## src/rtl/decoder_output_arbiter_pkg.sv

```systemverilog
// Shared constants for the decoder output arbiter: frame size derived from
// the decoder grid geometry, the byte width, and the FSM state encoding.
package decoder_output_arbiter_pkg;

    localparam int BYTE_W = 8;

    // Decoder grid geometry; one correction round per U slice.
    localparam int GRID_WIDTH_X               = 4;
    localparam int GRID_WIDTH_Z               = 1;
    localparam int GRID_WIDTH_U               = 3;
    localparam int CORRECTION_COUNT_PER_ROUND = 11;

    // Number of whole bytes needed to carry a given number of bits.
    function automatic int bytes_for_bits(input int bits);
        return (bits + BYTE_W - 1) / BYTE_W;
    endfunction

    // Iteration count (1 byte) + cycle count (2 bytes) + correction bytes.
    localparam int DEFAULT_FRAME_BYTES =
        3 + GRID_WIDTH_U * bytes_for_bits(CORRECTION_COUNT_PER_ROUND);

    // FSM encoding, kept as plain vectors for legacy tool flows.
    localparam logic [0:0] ST_IDLE    = 1'b0;
    localparam logic [0:0] ST_FORWARD = 1'b1;

endpackage

```

## src/rtl/decoder_output_arbiter_if.sv

```systemverilog
// Byte-stream bundle between the decoder controllers, the arbiter and the host.
//
// Handshake: every stream uses strict valid/ready. A byte transfers in a cycle
// where both valid and ready are high at the rising clock edge. A source must
// not drop valid or change data while valid is high and ready is low; ready
// may change freely and is never required before valid is asserted.
interface decoder_output_arbiter_if
    import decoder_output_arbiter_pkg::*;
#(
    parameter int NUM_DECODERS = 4
);
    logic [BYTE_W*NUM_DECODERS-1:0] in_data;
    logic [NUM_DECODERS-1:0]        in_valid;
    logic [NUM_DECODERS-1:0]        in_ready;
    logic [BYTE_W-1:0]              out_data;
    logic                           out_valid;
    logic                           out_ready;

    // Arbiter side: sinks the decoder streams, sources the host stream.
    modport master (
        input  in_data, in_valid, out_ready,
        output in_ready, out_data, out_valid
    );

    // Environment side: decoders plus host.
    modport slave (
        output in_data, in_valid, out_ready,
        input  in_ready, out_data, out_valid
    );
endinterface

```

## src/rtl/decoder_output_arbiter_rr_arbiter.sv

```systemverilog
// Combinational round-robin pick: rotate the request vector so the search
// starts just after the last grant, take the lowest set bit, rotate back.
module rr_arbiter #(
    parameter int N = 4
) (
    input  logic [N-1:0]         req,
    input  logic [$clog2(N)-1:0] last,
    output logic [$clog2(N)-1:0] grant,
    output logic                 any
);
    localparam int IW = $clog2(N);

    int         start;
    int         enc;
    logic       found;
    logic [N-1:0] rot;

    // Rotate, priority-encode and map the winner back to its real index.
    always_comb begin
        start = int'(last) + 1;
        if (start >= N) start = start - N;
        rot   = '0;
        for (int i = 0; i < N; i++) begin
            rot[i] = req[(i + start) % N];
        end
        enc   = 0;
        found = 1'b0;
        for (int i = 0; i < N; i++) begin
            if (rot[i] && !found) begin
                enc   = i;
                found = 1'b1;
            end
        end
        grant = IW'((start + enc) % N);
        any   = |req;
    end
endmodule

```

## src/rtl/decoder_output_arbiter.sv

```systemverilog
// Frame-level round-robin merge of NUM_DECODERS byte streams onto one host
// link. A granted decoder owns the link for a whole frame; an optional
// header byte carrying the source index precedes each frame.
module decoder_output_arbiter
    import decoder_output_arbiter_pkg::*;
#(
    parameter int NUM_DECODERS = 4,
    parameter int FRAME_BYTES  = DEFAULT_FRAME_BYTES,
    parameter int ID_HEADER    = 1
) (
    input  logic                            clk,
    input  logic                            reset,
    decoder_output_arbiter_if.master        link,
    input  logic [NUM_DECODERS-1:0]         enable_mask,
    output logic [$clog2(NUM_DECODERS)-1:0] grant_idx,
    output logic                            frame_active,
    output logic [15:0]                     frames_sent
);
    localparam int IW = $clog2(NUM_DECODERS);
    localparam int CW = $clog2(FRAME_BYTES + 1);

    logic [0:0]        state_q, state_d;
    logic [IW-1:0]     grant_q, grant_d;
    logic [IW-1:0]     last_q, last_d;
    logic [CW-1:0]     cnt_q, cnt_d;
    logic [15:0]       frames_sent_q, frames_sent_d;
    logic              out_valid_q, out_valid_d;
    logic [BYTE_W-1:0] out_data_q, out_data_d;

    logic                    load_ok;
    logic                    accept;
    logic                    load;
    logic [BYTE_W-1:0]       load_byte;
    logic [NUM_DECODERS-1:0] req_vec;
    logic [IW-1:0]           arb_grant;
    logic                    arb_any;

    // The mask only matters for new grants, so it gates the request vector.
    assign req_vec = link.in_valid & enable_mask;
    assign load_ok = !out_valid_q || link.out_ready;

    rr_arbiter #(.N(NUM_DECODERS)) u_rr (
        .req   (req_vec),
        .last  (last_q),
        .grant (arb_grant),
        .any   (arb_any)
    );

    // Only the granted decoder sees ready, and only while the output can take a byte.
    always_comb begin
        link.in_ready = '0;
        if (state_q == ST_FORWARD) begin
            link.in_ready[grant_q] = load_ok;
        end
    end

    assign accept = (state_q == ST_FORWARD) && link.in_valid[grant_q] && load_ok;

    // Next-state logic for the FSM, counters and the one-entry output register.
    always_comb begin
        state_d       = state_q;
        grant_d       = grant_q;
        last_d        = last_q;
        cnt_d         = cnt_q;
        frames_sent_d = frames_sent_q;
        load          = 1'b0;
        load_byte     = '0;
        case (state_q)
            ST_IDLE: begin
                if (arb_any && load_ok) begin
                    grant_d = arb_grant;
                    cnt_d   = '0;
                    state_d = ST_FORWARD;
                    if (ID_HEADER != 0) begin
                        load      = 1'b1;
                        load_byte = BYTE_W'(arb_grant);
                    end
                end
            end
            default: begin
                if (accept) begin
                    load      = 1'b1;
                    load_byte = link.in_data[int'(grant_q)*BYTE_W +: BYTE_W];
                    cnt_d     = cnt_q + CW'(1);
                    if (cnt_q == CW'(FRAME_BYTES - 1)) begin
                        state_d       = ST_IDLE;
                        frames_sent_d = frames_sent_q + 16'd1;
                        last_d        = grant_q;
                    end
                end
            end
        endcase

        out_valid_d = out_valid_q;
        out_data_d  = out_data_q;
        if (load) begin
            out_valid_d = 1'b1;
            out_data_d  = load_byte;
        end else if (link.out_ready) begin
            out_valid_d = 1'b0;
        end
    end

    // State registers; reset makes decoder 0 the first round-robin winner.
    always_ff @(posedge clk or negedge reset) begin
        if (!reset) begin
            state_q       <= ST_IDLE;
            grant_q       <= '0;
            last_q        <= IW'(NUM_DECODERS - 1);
            cnt_q         <= '0;
            frames_sent_q <= '0;
            out_valid_q   <= 1'b0;
            out_data_q    <= '0;
        end else begin
            state_q       <= state_d;
            grant_q       <= grant_d;
            last_q        <= last_d;
            cnt_q         <= cnt_d;
            frames_sent_q <= frames_sent_d;
            out_valid_q   <= out_valid_d;
            out_data_q    <= out_data_d;
        end
    end

    assign link.out_valid = out_valid_q;
    assign link.out_data  = out_data_q;
    assign grant_idx      = grant_q;
    // Two-state FSM: frame_active is the state itself.
    assign frame_active   = (state_q == ST_FORWARD);
    assign frames_sent    = frames_sent_q;

endmodule

```

## src/flat_wrapper.sv

```systemverilog
// flat-port wrapper written by rule: the top's interface ports become plain ports
module decoder_output_arbiter_flat import decoder_output_arbiter_pkg::*;
#(
    parameter int NUM_DECODERS = 4,
    parameter int FRAME_BYTES  = DEFAULT_FRAME_BYTES,
    parameter int ID_HEADER    = 1
)
  (clk, reset, enable_mask, grant_idx, frame_active, frames_sent, link_in_data, link_in_valid, link_out_ready, link_in_ready, link_out_data, link_out_valid);
  decoder_output_arbiter_if #(.NUM_DECODERS(NUM_DECODERS)) link_i ();
  input  logic clk;
  input  logic reset;
  input  logic [NUM_DECODERS-1:0] enable_mask;
  output logic [$clog2(NUM_DECODERS)-1:0] grant_idx;
  output logic frame_active;
  output logic [15:0] frames_sent;
  input wire logic [$bits(link_i.in_data)-1:0] link_in_data;
  input wire logic [$bits(link_i.in_valid)-1:0] link_in_valid;
  input wire logic [$bits(link_i.out_ready)-1:0] link_out_ready;
  output wire logic [$bits(link_i.in_ready)-1:0] link_in_ready;
  output wire logic [$bits(link_i.out_data)-1:0] link_out_data;
  output wire logic [$bits(link_i.out_valid)-1:0] link_out_valid;
  assign link_i.in_data = link_in_data;
  assign link_i.in_valid = link_in_valid;
  assign link_i.out_ready = link_out_ready;
  assign link_in_ready = link_i.in_ready;
  assign link_out_data = link_i.out_data;
  assign link_out_valid = link_i.out_valid;
  decoder_output_arbiter #(.NUM_DECODERS(NUM_DECODERS), .FRAME_BYTES(FRAME_BYTES), .ID_HEADER(ID_HEADER)) u_core (.clk(clk), .reset(reset), .link(link_i), .enable_mask(enable_mask), .grant_idx(grant_idx), .frame_active(frame_active), .frames_sent(frames_sent));
endmodule
```

## config.mk

```make
export PLATFORM = sky130hd
export DESIGN_NAME = decoder_output_arbiter_flat
export DESIGN_NICKNAME = d
export VERILOG_FILES = /design/src/rtl/decoder_output_arbiter_pkg.sv /design/src/rtl/decoder_output_arbiter_if.sv /design/src/rtl/decoder_output_arbiter_rr_arbiter.sv /design/src/rtl/decoder_output_arbiter.sv /design/src/flat_wrapper.sv
export SDC_FILE = /design/constraint.sdc
export NUM_CORES = 1
export LEC_CHECK = 0
export BUFFER_PORTS_ARGS = -buffer_cell sky130_fd_sc_hd__buf_2
export CAP_MARGIN = 5
export CORE_MARGIN = 2
export CORE_UTILIZATION = 40
export CTS_BUF_LIST = sky130_fd_sc_hd__clkbuf_8
export CTS_CLUSTER_SIZE = 25
export DETAILED_ROUTE_END_ITERATION = 8
export PLACE_DENSITY = 0.68
export SYNTH_ARGS = -nofsm -noshare
export SYNTH_HDL_FRONTEND = slang
export SYNTH_SLANG_ARGS = --single-unit
```

## constraint.sdc

```tcl
create_clock -name clk -period 6.4 [get_ports clk]
set_input_delay 0.64 -clock clk [delete_from_list [all_inputs] [get_ports clk]]
set_output_delay 0.64 -clock clk [all_outputs]
set_load 0.05 [all_outputs]
```

==> impl_metrics.tcl <==
set metrics [dict create \
    clk_pin_slew_worst_paths_ns 0.07 \
    p_leak_uw 0.00120 \
    synth-edff-count 0 \
    min_period_ns 2.62 \
    finalHoldViolCount 0 \
    synth_flop_cell "dfrtp_1" \
    rsz0062_at_grt "false" \
    antenna_cells 0 \
    num_rows 25 \
    dieWidth_microns 73.0 \
    critical_path.max_fanout 15 \
    place_area_sq_um 2320 \
    drt-initial-drc-count 90 \
    cts_made_buffers 5 \
    grt_pass1_wl_mm 7.28 \
    worstHoldPathType "in -> async" \
    cts_root_buf "clkbuf_8" \
    top_usage_layer "met2" \
    critPathTopFamily "simple AND/OR/NAND/NOR gates" \
    post_cts_buffers 0 \
    grt_max_degree 35 \
    cts_sinks 34 \
    dr.pass1.iters 4 \
    cts_tree "built" \
    slew_violations 0 \
    fmax_mhz 382 \
    layout-drive-gt1-share_pct 37.2 \
    tns_ns 0 \
    io_buffers 74 \
    num_vias 1632 \
    core-area_sq_um 4660 \
    path_cells "mux4_2 -> nor4b_4 -> nand4_1 -> or3_1 -> xnor2_1" \
    cts_resized 0 \
    critPathBufInv 0 \
    dp.cells 305 \
    cp.required_ns 6.57 \
    crit_type "reg -> reg" \
    ant_nets 0 \
    grtUsageMet1_pct 21.7 \
    dieArea_sq_um 5320 \
    start_util_pct 40.8 \
    finalSetupViolCount 0 \
    maxCapViolations 0 \
    endpoint_kind "register" \
    cp-start-kind "register" \
    die_y_microns 73.0 \
    ctsHoldBuffers 0 \
    fin_area_sq_um 2430 \
    htree_levels 2 \
    drc 0 \
    grtUsageMet3_pct 4.14 \
    finalCritPeriodShare_pct 40.9 \
    cp.arrival_ns 2.79 \
    ys_warn_count 0 \
    viasPerCell 5.23 \
    syn_nets 229 \
    status "finished clean" \
    syn_area_sq_um 1900 \
    ys_ff_latch 34 \
    grt_pass1_vias 1656 \
    gp_congestion 0.770 \
    timing.hold.ws_ns 0.423 \
    max_stage_delay_ns 0.78 \
    wl_per_cell_microns 14.1 \
    io_pins 75 \
    detailed_place_hpwl_mm 3.43 \
    layout.cells.non_filler 312 \
    cts_buffer_depth 2 \
    drt_wl_total_mm 4.40 \
    grtUsageMet2_pct 30.5 \
    slowest_stage "dfrtp_1" \
    nNetsFinal 305 \
    track_usage_pct 17.8 \
    grt_antenna_before_repair 0 \
    tightest_slew_ns 0.761 \
    ir_drop_uv 170 \
    ys_async_sr_fraction_pct 100 \
    avgSynthCellArea_sq_um 10.4 \
    postSynthCellCount 182 \
    synth-seq-area-share_pct 44.9 \
    skew_ns 0.00401 \
    slew_headroom_pct 49.0 \
    areaGrowthSynthToFinish_pct 27.9 \
    synthDistinctLibCells 35 \
    grt.overflow.total 0 \
    clk_latency_ns 0.28 \
    powerDensity_nw_per_um2 444 \
]
## placed cells by master (no fill, tap or decap), types with 3 or more instances in the layout
master / count
nand3_1: 13
o21ai_0: 12
nand4_1: 6
inv_1: 6
o2111ai_1: 3
buf_2: 74
xor2_1: 7
clkbuf_8: 6
dfrtp_1: 32
nor3_1: 4
and3_1: 3
nor2_1: 10
nand2_1: 26
and2_1: 5
xnor2_1: 12
mux2_2: 3
mux4_2: 9
ha_1: 4
## synth_stat cells, types with 2 or more instances
cell,number,share of area [%]
and2_1,5,1.6
and3_1,3,0.99
a22oi_1,2,0.79
nor3_1,4,1.1
mux2_2,3,1.8
dfrtp_1,32,42
o31ai_1,2,0.79
ha_1,4,2.6
xnor2_1,12,5.5
nor2_1,10,2.0
dfstp_2,2,2.8
mux4_2,9,11
xor2_1,7,3.2
clkbuf_1,3,0.59
or4_1,2,0.79
o21ai_0,12,3.2
o211ai_1,2,0.79
nand2_1,26,5.1
inv_1,6,1.2
nand3_1,13,3.4
o2111ai_1,3,1.4
and4_1,2,0.92
nand4_1,6,2.0
## path summary, 6_finish.rpt
path                                       start                      end  slack, ns  depth (start not counted)
min in group clk           u_core.frames_sent[8]    u_core.frames_sent[8]       0.48                          1
max in group asynchronous                  reset  u_core.link.out_data[2]       5.50                          1
min reg2reg                u_core.frames_sent[8]    u_core.frames_sent[8]       0.48                          1
min                                        reset   u_core.frames_sent[12]       0.42                          1
max                          u_core.grant_idx[0]   u_core.frames_sent[15]       3.78                          5
max reg2reg                  u_core.grant_idx[0]   u_core.frames_sent[15]       3.78                          5
## sequential cells by signal (all words and copies together) (netlist names)
register and flops:
u_core.link.out_data 8, u_core.last_q 2, u_core.link.out_valid 1, u_core.grant_idx 2, u_core.cnt_q 4, u_core.frame_active 1
u_core.frames_sent 16
## per-layer routing
layer,up-vias,share of wire (%)
li1,808,-
met1,772,43
met2,47,51
met3,5,4.5
met4,0,1.5
met5,-,0
## cells by family (layout without fill, tap and decap cells)
kind of cell / count (synthesis) / in the layout / synth area share, %
mux: 12 / 12 / 12.4
xor+xnor: 19 / 19 / 8.75
fa+ha+maj: 4 / 4 / 2.63
flops: 34 / 34 / 44.9
simple gates: 76 / 76 / 20.5
compound gates: 25 / 25 / 8.36
buf+inv: 12 / 88 / 2.43
## cell type report
| class | count | area, sq um |
|---|---|---|
| clock buffer | 6 | 82.6 |
| clock inverter | 1 | 30.0 |
| multi-input combinational | 136 | 1000 |
| timing repair buffer | 74 | 370 |
| inverter | 7 | 26.3 |
| fill | 447 | 2230 |
| sequential | 34 | 853 |
| tap | 54 | 67.6 |
## worst reg2reg max path, cell delays in order (launching register included)
cell and delay, ns:
dfrtp_1 0.78, mux4_2 0.35, nor4b_4 0.64, nand4_1 0.24
or3_1 0.37, xnor2_1 0.13
## report_power, final
group	internal [uW]	total, uW	leakage (uW)	switching [uW]
clock	124	196	0.0000573	72.0
sequential	281	360	0.000432	79.3
combinational	179	524	0.000707	345
total	584	1080	0.00120	496
## stage by stage
step,util (%),worst slack (ns),power (uW)
6_report,52.2,3.78,1080
5_1_grt,52.2,3.55,1160
4_1_cts,52.2,3.74,1100
3_5_place_dp,49.8,3.74,894
3_3_place_gp,49.8,3.78,883
2_1_floorplan,-,3.35,764
No activity file was read; power rests on OpenSTA's default activity.
